==> src/rtl/ysyx_22040895_pkg.sv <==
// Shared definitions for the ysyx_22040895 memory arbiter: FSM encoding,
// timeout default and watchdog counter width.
package ysyx_22040895_pkg;

    typedef enum logic [1:0] {
        IDLE = 2'd0,
        REQ  = 2'd1,
        RESP = 2'd2
    } state_t;

    localparam int unsigned TIMEOUT_DEF = 255;
    localparam int unsigned WDOG_W      = 8;

endpackage

==> src/rtl/ysyx_22040895_wdog.sv <==
// Transaction watchdog: saturating cycle counter cleared on accept, counting
// while a transaction is in flight; flags expiry at count == TIMEOUT.
module ysyx_22040895_wdog
    import ysyx_22040895_pkg::*;
#(
    parameter int unsigned TIMEOUT = TIMEOUT_DEF
) (
    input  logic clk,
    input  logic rst,
    input  logic clr,
    input  logic en,
    output logic expired
);

    localparam logic [WDOG_W-1:0] LIMIT = WDOG_W'(TIMEOUT);

    logic [WDOG_W-1:0] cnt;

    always_ff @(posedge clk) begin
        if (!rst) begin
            cnt <= '0;
        end else if (clr) begin
            cnt <= '0;
        end else if (en && (cnt != '1)) begin
            cnt <= cnt + WDOG_W'(1);
        end
    end

    assign expired = en && (cnt == LIMIT);

endmodule

==> src/rtl/ysyx_22040895_memarb.sv <==
// Two-port (fetch / load-store) round-robin arbiter onto a single memory
// channel with one outstanding transaction and a completion watchdog.
module ysyx_22040895_memarb
    import ysyx_22040895_pkg::*;
#(
    parameter int unsigned ADDR_W  = 64,
    parameter int unsigned DATA_W  = 64,
    parameter int unsigned TIMEOUT = TIMEOUT_DEF
) (
    input  logic                clk,
    input  logic                rst,

    input  logic                if_req_valid_i,
    output logic                if_req_ready_o,
    input  logic [ADDR_W-1:0]   if_addr_i,
    output logic                if_rsp_valid_o,
    output logic [DATA_W-1:0]   if_rdata_o,
    output logic                if_err_o,

    input  logic                ls_req_valid_i,
    output logic                ls_req_ready_o,
    input  logic [ADDR_W-1:0]   ls_addr_i,
    input  logic                ls_we_i,
    input  logic [DATA_W/8-1:0] ls_wstrb_i,
    input  logic [DATA_W-1:0]   ls_wdata_i,
    output logic                ls_rsp_valid_o,
    output logic [DATA_W-1:0]   ls_rdata_o,
    output logic                ls_err_o,

    output logic                mem_req_valid_o,
    input  logic                mem_req_ready_i,
    output logic [ADDR_W-1:0]   mem_addr_o,
    output logic                mem_we_o,
    output logic [DATA_W/8-1:0] mem_wstrb_o,
    output logic [DATA_W-1:0]   mem_wdata_o,

    input  logic                mem_rsp_valid_i,
    input  logic [DATA_W-1:0]   mem_rdata_i,

    output logic                busy_o
);

    state_t state, state_nxt;

    logic                last_ls;
    logic                owner_ls;
    logic [ADDR_W-1:0]   addr_q;
    logic                we_q;
    logic [DATA_W/8-1:0] wstrb_q;
    logic [DATA_W-1:0]   wdata_q;

    logic                if_rsp_q, ls_rsp_q, err_q;
    logic [DATA_W-1:0]   if_rdata_q, ls_rdata_q;

    logic sel_if, sel_ls;
    logic accept, active, timeout, mem_done, finish, rsp_pulse;
    logic [DATA_W-1:0] rsp_data;

    // Round-robin: on conflict, serve whoever was not served last.
    assign sel_ls    = ls_req_valid_i && (!if_req_valid_i || !last_ls);
    assign sel_if    = if_req_valid_i && !sel_ls;
    assign rsp_pulse = if_rsp_q || ls_rsp_q;

    assign accept    = (if_req_valid_i && if_req_ready_o) || (ls_req_valid_i && ls_req_ready_o);
    assign active    = (state != IDLE);
    assign mem_done  = (state == RESP) && mem_rsp_valid_i;
    assign finish    = mem_done || timeout;
    assign rsp_data  = (mem_done && !we_q) ? mem_rdata_i : '0;

    ysyx_22040895_wdog #(
        .TIMEOUT(TIMEOUT)
    ) u_wdog (
        .clk    (clk),
        .rst    (rst),
        .clr    (accept),
        .en     (active),
        .expired(timeout)
    );

    always_ff @(posedge clk) begin
        if (!rst) begin
            state <= IDLE;
        end else begin
            state <= state_nxt;
        end
    end

    always_comb begin
        state_nxt = state;
        case (state)
            IDLE: if (accept) state_nxt = REQ;
            REQ: begin
                if (timeout)              state_nxt = IDLE;
                else if (mem_req_ready_i) state_nxt = RESP;
            end
            RESP: if (finish) state_nxt = IDLE;
            default: state_nxt = IDLE;
        endcase
    end

    // Grants are withheld in the response-pulse cycle so a new accept
    // never overlaps the previous completion.
    always_comb begin
        if_req_ready_o  = 1'b0;
        ls_req_ready_o  = 1'b0;
        mem_req_valid_o = 1'b0;
        busy_o          = 1'b1;
        case (state)
            IDLE: begin
                busy_o = 1'b0;
                if (!rsp_pulse) begin
                    if_req_ready_o = sel_if;
                    ls_req_ready_o = sel_ls;
                end
            end
            REQ:     mem_req_valid_o = 1'b1;
            default: ;
        endcase
    end

    always_ff @(posedge clk) begin
        if (!rst) begin
            last_ls    <= 1'b0;
            owner_ls   <= 1'b0;
            addr_q     <= '0;
            we_q       <= 1'b0;
            wstrb_q    <= '0;
            wdata_q    <= '0;
            if_rsp_q   <= 1'b0;
            ls_rsp_q   <= 1'b0;
            err_q      <= 1'b0;
            if_rdata_q <= '0;
            ls_rdata_q <= '0;
        end else begin
            if_rsp_q <= 1'b0;
            ls_rsp_q <= 1'b0;
            if (accept) begin
                owner_ls <= ls_req_ready_o;
                last_ls  <= ls_req_ready_o;
                addr_q   <= ls_req_ready_o ? ls_addr_i : if_addr_i;
                we_q     <= ls_req_ready_o && ls_we_i;
                wstrb_q  <= ls_req_ready_o ? ls_wstrb_i : '0;
                wdata_q  <= ls_req_ready_o ? ls_wdata_i : '0;
            end
            if (finish) begin
                err_q <= !mem_done;
                if (owner_ls) begin
                    ls_rsp_q   <= 1'b1;
                    ls_rdata_q <= rsp_data;
                end else begin
                    if_rsp_q   <= 1'b1;
                    if_rdata_q <= rsp_data;
                end
            end
        end
    end

    assign if_rsp_valid_o = if_rsp_q;
    assign if_rdata_o     = if_rdata_q;
    assign if_err_o       = if_rsp_q && err_q;
    assign ls_rsp_valid_o = ls_rsp_q;
    assign ls_rdata_o     = ls_rdata_q;
    assign ls_err_o       = ls_rsp_q && err_q;

    assign mem_addr_o     = addr_q;
    assign mem_we_o       = we_q;
    assign mem_wstrb_o    = wstrb_q;
    assign mem_wdata_o    = wdata_q;

endmodule

==> config.mk <==
export PLATFORM = sky130hd
export DESIGN_NAME = ysyx_22040895_memarb
export DESIGN_NICKNAME = d
export VERILOG_FILES = /design/src/rtl/ysyx_22040895_pkg.sv /design/src/rtl/ysyx_22040895_wdog.sv /design/src/rtl/ysyx_22040895_memarb.sv
export SDC_FILE = /design/constraint.sdc
export NUM_CORES = 1
export LEC_CHECK = 0
export ABC_AREA = 1
export CAP_MARGIN = 20
export CORE_AREA = 5 5 211 213
export CTS_CLUSTER_SIZE = 30
export DETAILED_ROUTE_END_ITERATION = 6
export DIE_AREA = 0 0 216 218
export HOLD_SLACK_MARGIN = 0.08
export SKIP_LAST_GASP = 1
export SYNTH_ARGS = -nofsm -noshare
export SYNTH_HDL_FRONTEND = slang
export SYNTH_SLANG_ARGS = --single-unit
==> constraint.sdc <==
create_clock -name clk -period 2.91 [get_ports clk]
set_input_delay 0.582 -clock clk [delete_from_list [all_inputs] [get_ports clk]]
set_output_delay 0.582 -clock clk [all_outputs]
set_load 0.1 [all_outputs]
==> results.rst <==
.. list-table::
   :header-rows: 1

   * - Metric
     - Value
   * - Async set-reset flop share out of synthesis
     - 0%
   * - IR drop worst, VDD
     - 464 uV
   * - Critical path data arrival time
     - 1.92 ns
   * - CP delay by family, top
     - simple AND/OR/NAND/NOR gates
   * - Final weighted congestion in routability-driven placement
     - 0.907
   * - Vias in the first global route
     - 12200
   * - Residual antenna-violating net count after detailed routing
     - 0
   * - Count of input and output buffers
     - 543
   * - Buffer count from post-CTS setup fixing
     - 0
   * - Part of the total power dissipated in sequential elements
     - 30.7%
   * - Flip-flop and latch count after synthesis
     - 279
   * - Mapped Cells
     - 1776
   * - Sink Count
     - 279
   * - DPL Wire Length
     - 36800 um
   * - Critical Path Start Type
     - flop
   * - Seq/Total Area, Yosys
     - 47.5%
   * - Initial core utilization
     - 27.7%
   * - Leading post-synthesis cells by instance count
     - 802 x nand2_1, 279 x dfxtp_1, 197 x nor2_1
   * - WP data required
     - 2.33 ns
   * - Netlist area before placement
     - 0.0118 mm^2
   * - Maximum number of pins on one net before global-route repair
     - 126
   * - Number of levels the H-tree was split into
     - 1
   * - Full die area
     - 0.0471 mm^2
   * - Routed wire length per instance
     - 17.0 um
   * - Buffers & Inverters on Critical Path
     - 1
   * - Global-route wire length before repair
     - 71600 um
   * - Clock tree from TritonCTS
     - yes
   * - Max Clk Rate
     - 400 MHz
   * - Area growth from synthesis to layout
     - 52.7%
   * - Clock skew after layout
     - 0.00720 ns
   * - Final clock period utilization by the worst path
     - 85.9%
   * - Antenna fix cells
     - 0
   * - Die width
     - 216 um
   * - Violation count after the first detailed-routing iteration
     - 903
   * - Worst R2R Setup Slack
     - 0.71 ns
   * - Combinational group share of total power
     - 42.9%
   * - Post-synth EDFFs
     - 0
   * - Setup repair after global routing missed its margin
     - false
   * - Global-route usage over all layers
     - 19.3%
   * - Max stage delay on crit path
     - 0.37 ns
   * - CTS clock-pin slew for the worst setup and hold paths
     - 0.06 ns
   * - Clk pwr share
     - 26.3%
   * - Worst-case setup slack after placement
     - 0.386 ns
   * - Sw power
     - 6.74 mW
   * - Number of rows created at floorplan
     - 76
   * - Number of primary I/O pins
     - 544
   * - Post-synth top area cell
     - dfxtp_1
   * - Most common cell in the netlist
     - nand2_1
   * - Type of element capturing the critical path
     - output port
   * - Pins Over Slew Limit
     - 0
   * - Run status
     - finished, final reports clean
   * - Via Count
     - 12600
   * - Max transition margin
     - 59.8%
   * - Mean number of vias per cell
     - 4.45
   * - Initial antenna violation count
     - 10
   * - Time the worst path needs with I/O delays and setup
     - 2.50 ns
   * - Synth Warn #
     - 0
   * - Area share of the leading cell type in the synthesized netlist
     - 47.5%
   * - Unique masters post-synth
     - 21
   * - Average cell area after synthesis
     - 6.62 um^2
   * - Critical Setup Path Class
     - flop to output port
   * - Total of cells resized after clock tree synthesis
     - 0
   * - Final routed wirelength across all metal layers
     - 48200 um
   * - Overall die height
     - 218 um
   * - Number of maximum-capacitance violations
     - 0
   * - Most used DFF post-synth
     - dfxtp_1
   * - GRT overflow
     - 0
   * - Worst path slowest cell
     - nor2_4
   * - Pwr dens
     - 821 mW/mm^2
   * - Setup TNS
     - 0 ns
   * - Setup violations, final
     - 0
   * - Final net count
     - 2533
   * - Clock buffer count from CTS
     - 31
   * - Utilization of the core after routing
     - 42.2%
   * - Cts-stage hold buffer count
     - 0
   * - Internal power
     - 8.00 mW
   * - Share of final-layout standard cells stronger than drive strength 1
     - 15.9%
   * - Worst hold path type
     - primary input to flop
   * - Max Fanout on Critical Path
     - 9
   * - Cell chosen for the clock root
     - clkbuf_16
   * - Number of nets in the synthesized netlist
     - 2048
   * - Sequence of cells on the critical path
     - nor2_1 -> nand3_1 -> nor2_4 -> buf_12
   * - Sw Ratio
     - 45.8%
   * - Number of buffers on the longest clock path
     - 3
   * - Fin worst setup slack
     - 0.412 ns
   * - Worst-margin pin slew
     - 0.603 ns
   * - Insertion delay to the later sink of the worst-skew pair
     - 0.56 ns
   * - Synth area leaders
     - dfxtp_1 48%, nand2_1 26%, nand3_1 6.7%
   * - Core Footprint
     - 0.0425 mm^2
   * - Number of remaining DRC errors
     - 0
   * - Count of endpoints failing hold in the final timing report
     - 0
   * - Reported leakage power
     - 9.20 nW
   * - Detailed-routing iteration count for the pre-antenna-repair pass
     - 5
[sequential cells by signal (all words and copies together) (netlist names)]
register        cells
mem_wdata_o        64
owner_ls            1
u_wdog.cnt          8
ls_rdata_o         64
mem_wstrb_o         8
mem_we_o            1
if_rdata_o         64
err_q               1
ls_rsp_valid_o      1
mem_addr_o         64
if_rsp_valid_o      1
state               2
[cell usage in the layout, fill, tap and decap left out]
cell and count:
nand2_1 800, buf_4 285, dfxtp_1 278, clkdlybuf4s50_1 269, nor2_1 195, nand3_1 158, inv_1 112, a21oi_1 87
clkbuf_16 31, buf_12 13, clkbuf_8 8, clkbuf_1 7, inv_2 5, nor2_2 4, nor2_4 3, o21ai_0 3
nand2_2 3, xor2_1 3, clkinv_2 2, nand4_1 2, clkinvlp_4 2, bufinv_16 2, nand3_2 1, nand2_4 1
nor3_1 1, nand3b_1 1, ha_1 1, inv_6 1, buf_6 1, dfxtp_2 1
[power by group through the flow]
stage / registers, mW / clock network (mW) / logic [mW]
3_5_place_dp: 4.61 / 0 / 6.39
6_report: 4.53 / 3.88 / 6.33
4_1_cts: 4.53 / 4.00 / 6.40
5_1_grt: 4.58 / 4.16 / 6.66
3_3_place_gp: 4.60 / 0 / 6.37
2_1_floorplan: 7.69 / 0 / 1.50
[routing by layer]
metal | global-route usage (%) | routed length (um) | up-vias | part of all wire (%)
met4 | 7.97 | 2150 | 16 | 4.5
met3 | 6.34 | 4150 | 90 | 8.6
met1 | 21.4 | 18200 | 5606 | 38
met2 | 34.2 | 23600 | 471 | 49
li1 | - | - | 6386 | -
met5 | 0 | 123 | - | 0.26
[layout make-up]
type | instances | area, um^2
Fill cell | 4416 | 24500
Timing Repair Buffer | 568 | 5100
Clock inverter | 6 | 88.8
Multi-Input combinational cell | 1263 | 5140
Inverter | 118 | 444
Sequential cell | 279 | 5590
Tap cell | 546 | 683
Clock buffer | 46 | 912
[path summary, 6_finish.rpt]
path,start,to,cells after the start
max,ls_rsp_valid_o,ls_req_ready_o,4
min,rst,if_rdata_o[52],3
max reg2reg,u_wdog.cnt[0],if_rdata_o[20],8
min reg2reg,mem_wdata_o[62],mem_wdata_o[62],2
[stage by stage]
stage,total power [mW],area (um^2),cells,hold WS [ns]
after detailed placement,11.0,17000,2774,0.433
after floorplan,9.19,11800,1776,0.439
final,14.7,18000,2826,0.402
after global routing,15.4,18000,2826,0.384
after CTS,14.9,18000,2826,0.366
after global placement,11.0,17000,2774,0.431
[logic make-up after synthesis]
family	Yosys count	synth area share, %
AO/OA/AOI/OAI	90	3.83
XOR/XNOR	3	0.224
adder cells (fa/ha/maj)	1	0.106
buffers and inverters	234	9.04
flip-flops	279	47.5
AND/OR/NAND/NOR	1169	39.3
[worst register-to-register path: cells and delay by family (launching register included)]
family | cells | cell delay, ns
adders and majority gates | 1 | 0.21
buffers and inverters | 1 | 0.07
and+or+nand+nor | 6 | 1.45
DFF | 1 | 0.35
No activity file was read; power rests on OpenSTA's default activity.
